## src/rtl/fas_pkg.sv

```systemverilog
// rtl/fas_pkg.sv - shared defaults and width helpers for the spectrum peak analyzer
package fas_pkg;

    localparam int DEF_W       = 16;
    localparam int DEF_NBINS   = 16;
    localparam int DEF_LOG_AVG = 0;

    // Bin index width
    function automatic int fas_iw(input int nbins);
        return $clog2(nbins);
    endfunction

    // Width of one bin power value (re^2 + im^2)
    function automatic int fas_pw(input int w);
        return 2 * w;
    endfunction

    // Width of the accumulated power over 2^log_avg frames
    function automatic int fas_aw(input int w, input int log_avg);
        return 2 * w + log_avg;
    endfunction

    // Frame counter width; at least one bit so LOG_AVG=0 still builds
    function automatic int fas_fw(input int log_avg);
        return (log_avg > 0) ? log_avg : 1;
    endfunction

endpackage

```

## src/rtl/spectrum_peak_analyzer_bin_power.sv

```systemverilog
// rtl/spectrum_peak_analyzer_bin_power.sv - stage 1: registered re^2 + im^2 per bin
module bin_power
    import fas_pkg::*;
#(
    parameter int W = DEF_W
) (
    input  logic                   clk,
    input  logic                   rst,
    input  logic                   clear,
    input  logic                   i_valid,
    input  logic signed [W-1:0]    i_re,
    input  logic signed [W-1:0]    i_im,
    output logic                   o_valid,
    output logic [fas_pw(W)-1:0]   o_pwr
);

    localparam int PW = fas_pw(W);

    // Squares are formed at full PW width; each is at most 2^(PW-2), so the
    // unsigned sum of two of them never exceeds 2^(PW-1) and cannot overflow.
    logic signed [PW-1:0] w_re_sq;
    logic signed [PW-1:0] w_im_sq;
    logic        [PW-1:0] w_sum;

    assign w_re_sq = $signed(PW'(i_re)) * $signed(PW'(i_re));
    assign w_im_sq = $signed(PW'(i_im)) * $signed(PW'(i_im));
    assign w_sum   = $unsigned(w_re_sq) + $unsigned(w_im_sq);

    // Register the power and its valid bit; clear drops whatever is in flight
    always_ff @(posedge clk or posedge rst) begin
        if (rst) begin
            o_valid <= 1'b0;
            o_pwr   <= '0;
        end else if (clear) begin
            o_valid <= 1'b0;
        end else begin
            o_valid <= i_valid;
            if (i_valid) begin
                o_pwr <= w_sum;
            end
        end
    end

endmodule

```

## src/rtl/spectrum_peak_analyzer.sv

```systemverilog
// rtl/spectrum_peak_analyzer.sv - per-frame power accumulation and peak bin search
module spectrum_peak_analyzer
    import fas_pkg::*;
#(
    parameter int W       = DEF_W,
    parameter int NBINS   = DEF_NBINS,
    parameter int LOG_AVG = DEF_LOG_AVG
) (
    input  logic                              clk,
    input  logic                              rst,
    input  logic                              bin_valid,
    input  logic signed [W-1:0]               bin_re,
    input  logic signed [W-1:0]               bin_im,
    input  logic                              clear,
    input  logic [fas_aw(W, LOG_AVG)-1:0]     cfg_thresh,
    output logic                              done,
    output logic [fas_iw(NBINS)-1:0]          freq,
    output logic [fas_aw(W, LOG_AVG)-1:0]     peak_pwr,
    output logic                              peak_valid
);

    localparam int IW = fas_iw(NBINS);
    localparam int PW = fas_pw(W);
    localparam int AW = fas_aw(W, LOG_AVG);
    localparam int FW = fas_fw(LOG_AVG);

    localparam logic [FW-1:0] FMAX = FW'((1 << LOG_AVG) - 1);
    localparam logic [IW-1:0] LAST = IW'(NBINS - 1);

    logic          w_accept;
    logic [IW-1:0] r_idx;
    logic [FW-1:0] r_fcnt;
    logic [IW-1:0] r_s1_idx;
    logic [FW-1:0] r_s1_fcnt;
    logic          w_s1_valid;
    logic [PW-1:0] w_s1_pwr;

    logic [AW-1:0] r_acc [NBINS];
    logic [AW-1:0] r_max;
    logic [IW-1:0] r_max_idx;

    logic [AW-1:0] w_upd;
    logic          w_final;
    logic          w_take;
    logic [AW-1:0] w_max_nxt;
    logic [IW-1:0] w_idx_nxt;

    // A sample arriving together with clear is dropped
    assign w_accept = bin_valid & ~clear;

    // Implicit bin index and frame counter on the input side
    always_ff @(posedge clk or posedge rst) begin
        if (rst) begin
            r_idx  <= '0;
            r_fcnt <= '0;
        end else if (clear) begin
            r_idx  <= '0;
            r_fcnt <= '0;
        end else if (w_accept) begin
            r_idx <= r_idx + 1'b1;
            if (r_idx == LAST) begin
                r_fcnt <= (r_fcnt == FMAX) ? '0 : r_fcnt + 1'b1;
            end
        end
    end

    // Bin index and frame number travel alongside the stage-1 power
    always_ff @(posedge clk or posedge rst) begin
        if (rst) begin
            r_s1_idx  <= '0;
            r_s1_fcnt <= '0;
        end else if (w_accept) begin
            r_s1_idx  <= r_idx;
            r_s1_fcnt <= r_fcnt;
        end
    end

    bin_power #(
        .W (W)
    ) u_bin_power (
        .clk     (clk),
        .rst     (rst),
        .clear   (clear),
        .i_valid (w_accept),
        .i_re    (bin_re),
        .i_im    (bin_im),
        .o_valid (w_s1_valid),
        .o_pwr   (w_s1_pwr)
    );

    // Stage 2 datapath: updated accumulator and candidate maximum
    always_comb begin
        w_upd     = '0;
        w_final   = 1'b0;
        w_take    = 1'b0;
        w_max_nxt = r_max;
        w_idx_nxt = r_max_idx;
        if (r_s1_fcnt == '0) begin
            w_upd = AW'(w_s1_pwr);
        end else begin
            w_upd = r_acc[r_s1_idx] + AW'(w_s1_pwr);
        end
        w_final = (r_s1_fcnt == FMAX);
        // Bin 0 seeds the search; afterwards only a strictly larger value
        // replaces the maximum, so ties keep the lowest index.
        w_take  = (r_s1_idx == '0) || (w_upd > r_max);
        if (w_take) begin
            w_max_nxt = w_upd;
            w_idx_nxt = r_s1_idx;
        end
    end

    // Accumulator array; the first frame overwrites, so it needs no reset
    always_ff @(posedge clk) begin
        if (w_s1_valid && !clear) begin
            r_acc[r_s1_idx] <= w_upd;
        end
    end

    // Running maximum in the final frame and result publication on its last bin
    always_ff @(posedge clk or posedge rst) begin
        if (rst) begin
            r_max      <= '0;
            r_max_idx  <= '0;
            done       <= 1'b0;
            freq       <= '0;
            peak_pwr   <= '0;
            peak_valid <= 1'b0;
        end else if (clear) begin
            r_max     <= '0;
            r_max_idx <= '0;
            done      <= 1'b0;
        end else begin
            done <= 1'b0;
            if (w_s1_valid && w_final) begin
                r_max     <= w_max_nxt;
                r_max_idx <= w_idx_nxt;
                if (r_s1_idx == LAST) begin
                    done       <= 1'b1;
                    freq       <= w_idx_nxt;
                    peak_pwr   <= w_max_nxt;
                    peak_valid <= (w_max_nxt >= cfg_thresh);
                end
            end
        end
    end

endmodule

```

## config.mk

```make
export PLATFORM = sky130hd
export DESIGN_NAME = spectrum_peak_analyzer
export DESIGN_NICKNAME = d
export VERILOG_FILES = /design/src/rtl/fas_pkg.sv /design/src/rtl/spectrum_peak_analyzer_bin_power.sv /design/src/rtl/spectrum_peak_analyzer.sv
export SDC_FILE = /design/constraint.sdc
export NUM_CORES = 2
export LEC_CHECK = 0
export BUFFER_PORTS_ARGS = -buffer_cell sky130_fd_sc_hd__buf_2
export CAP_MARGIN = 20
export CORE_MARGIN = 2
export CORE_UTILIZATION = 25
export CTS_CLUSTER_DIAMETER = 50
export DETAILED_ROUTE_END_ITERATION = 8
export MAX_ROUTING_LAYER = met4
export SLEW_MARGIN = 20
export SYNTH_ARGS = -nofsm -noshare
export SYNTH_HDL_FRONTEND = slang
export SYNTH_SLANG_ARGS = --single-unit
```

## constraint.sdc

```tcl
create_clock -name clk -period 5.05 [get_ports clk]
set_input_delay 1.515 -clock clk [delete_from_list [all_inputs] [get_ports clk]]
set_output_delay 1.515 -clock clk [all_outputs]
set_load 0.05 [all_outputs]
```

==> impl_metrics.yaml <==
clock_network:
  hold_buffers: 0
  insertion_delay_ns: 0.42
  clk_pin_slew_ns: 0.06
  cts.htree.levels: 4
  cts_made_buffers: 17
  clock_sinks: 115
  cts_tree: "done"
  clock_path_buffers: 2
  clockRootBuffer: "clkbuf_16"
yosys:
  yosys_warnings: 0
  synth.area.top_cells: "fa_1, dfrtp_1, inv_1"
  synth.distinct_cells: 62
  yosys_register_bits: 115
  synth.most_common_cell: "inv_1"
  syn_inst: 2555
  synth_edf_count: 0
  ys.flop_type: "dfrtp_1"
  syn_nets: 3357
  synth_top_area_cell: "fa_1"
  synth_area_per_cell_um2: 9.57
  ys_async_sr_fraction_pct: 100
  synthesis.area_um2: 24500
  synthTopCellsByCount: "inv_1, fa_1, nand2_1"
  synth-seq-area-share_pct: 11.8
  synth_top_area_share_pct: 42.6
critical_path:
  endpoint: "u_bin_power.o_pwr[29]$_DFFE_PP0P_"
  rr_endpoint: "peak_valid$_DFFE_PP0P_"
  worstReg2RegStart: "u_bin_power.o_pwr[29]$_DFFE_PP0P_"
  crit_required_ns: 5.33
  arrival_ns: 7.94
  ff2ff_setup_slack_ns: 0.52
  crit_type: "in -> reg"
  endpoint_kind: "register"
  worstPathMaxFanout: 4
  worstRegToRegCells: 19
  cp-startpoint: "bin_im[13]"
  start_kind: "primary input"
timing:
  hold_viol: 0
  worst_pin_slew_ns: 0.868
  fmax_mhz: 131
  setup_slack_ns: -2.61
  finClkSkew_ns: 0.00867
  fin_crit_ns: 7.66
  rsz0062_at_grt: "true"
  slew_violations: 0
  slew_headroom_pct: 42.1
  setup-violations-final: 26
  timing.final.crit_share_pct: 152
place:
  place_ws_ns: -3.31
  port_buffers: 105
  hpwl_um: 54900
  gp_congestion: 0.927
run_status:
  run_status: "finished with violations"
  violations: "setup timing"
floorplanning:
  rows: 114
  dieArea_um2: 100000
  die_y_um: 317
  num_io_pins: 106
  die-width_um: 317
  fp.coreArea_um2: 96900
  start_util_pct: 25.3
drt:
  drc: 0
  via_count: 17800
  drt_pre_antenna_iters: 5
  drt_iter0_drc: 916
  viasPerCell: 4.23
  final_antenna_net_count: 0
  wl_per_cell_um: 15.1
  wl_um: 63600
grt:
  antenna_found_initial: 0
  grt_pass1_vias: 19700
  grt-ovfl-total: 0
  grt_pass1_wl_um: 105000
  grt.total_usage_pct: 13.5
  grt_max_degree: 76
run:
  cap_violations: 0
finish:
  syn2layout_area_growth_pct: 26.8
  fin_nets: 3725
  antenna_cells: 0
  post-route-util_pct: 32.0
  drive_gt1_share_pct: 25.7
hold_path:
  hold_class: "reg -> reg"
[per-layer routing]
metal  up-vias  part of all wire, %  wire length [um]  global-route usage, %
met2       350                   47             30000                   21.8
li1       8503                    -                 -                      -
met3        63                  4.4              2820                   1.68
met5         -                    0                 0                      -
met4         0                  2.1              1370                   3.07
met1      8912                   46             29400                   18.1
[registers in the layout (all words and copies together) (netlist names)]
name                 flops
peak_valid               1
r_idx                    4
peak_pwr                32
r_s1_idx                 4
r_max                   32
r_max_idx                4
u_bin_power.o_valid      1
u_bin_power.o_pwr       32
done                     1
freq                     4
[worst max-delay path, stage by stage]
cell and delay [ns]:
buf_6 0.11, buf_4 0.15, and2_4 0.16, fa_1 0.47, inv_1 0.05, fa_1 0.55, inv_2 0.05, fa_1 0.50
fa_1 0.58, fa_1 0.43, fa_1 0.46, fa_1 0.49, inv_1 0.05, fa_1 0.52, inv_2 0.05, ha_4 0.24
a21oi_4 0.14, o22ai_1 0.08, a211o_1 0.29, a221o_1 0.37, a211oi_2 0.31, o21ai_1 0.13, xnor2_1 0.17, o21ai_1 0.07
[how the worst min path moves through the flow]
stage / slack, ns / to / from / cells past startpoint
global route: 0.50 / peak_pwr[12]$_DFFE_PP0P_ / peak_pwr[12]$_DFFE_PP0P_ / 1
detailed placement: 0.47 / peak_pwr[25]$_DFFE_PP0P_ / peak_pwr[25]$_DFFE_PP0P_ / 1
global placement: 0.46 / peak_pwr[25]$_DFFE_PP0P_ / peak_pwr[25]$_DFFE_PP0P_ / 1
CTS: 0.48 / peak_pwr[25]$_DFFE_PP0P_ / peak_pwr[25]$_DFFE_PP0P_ / 1
floorplan: 0.46 / r_s1_idx[3]$_DFFE_PP0P_ / r_idx[3]$_DFFE_PP0P_ / 2
finish: 0.48 / peak_pwr[25]$_DFFE_PP0P_ / peak_pwr[25]$_DFFE_PP0P_ / 1
[cell families after synthesis]
| kind of cell | after synthesis | share of synthesized area, % |
|---|---|---|
| buffers and inverters | 812 | 12.8 |
| adders and majority gates | 734 | 53.5 |
| and+or+nand+nor | 540 | 10.6 |
| AOI/OAI and AO/OA | 250 | 7.25 |
| DFF | 115 | 11.8 |
| xor gates and xnor gates | 60 | 2.15 |
| muxes | 44 | 1.97 |
[stage by stage]
| stage | hold WS, ns | cell area [um^2] | std cells | TNS (ns) |
|---|---|---|---|---|
| floorplan | 0.459 | 25300 | 2555 | -53.52 |
| global placement | 0.460 | 28900 | 4143 | -69.26 |
| detailed placement | 0.469 | 28900 | 4143 | -70.63 |
| CTS | 0.483 | 30800 | 4208 | -54.26 |
| global route | 0.497 | 31000 | 4212 | -57.57 |
| finish | 0.478 | 31000 | 4212 | -52.48 |
[layout make-up]
cell class              count  area, um^2
clock buffers              18         439
clock inverters            14         179
fillers                  9870       65800
inverters                 714        2700
multi-input cells        1628       19500
flip-flops and latches    115        2880
well taps                1276        1600
repair buffers            447        3740
[placed cells by master (no fill, tap or decap), types with 44 or more instances in the layout]
cell type / netlist / final
and2_1: 99 / 71
buf_2: 6 / 73
buf_4: 5 / 294
buf_6: 6 / 45
dfrtp_1: 115 / 115
fa_1: 520 / 477
ha_1: 214 / 185
inv_1: 714 / 667
nand2_1: 238 / 200
nand3_1: 47 / 44
nor2_1: 58 / 48
[timing repair]
| action | in CTS | in global routing |
|---|---|---|
| gates resized for setup | 260 | 57 |
| gates cloned | 2 | 2 |
| endpoints found under the setup margin | 27 | 27 |
| endpoints found under the hold margin | 0 | 0 |
| buffers inserted | 33 | 9 |
| pin swaps | 127 | 66 |
Power is left out: the tool's default activity adds up to more than one toggle a clock period on the data nets, which glitch-free logic cannot reach.
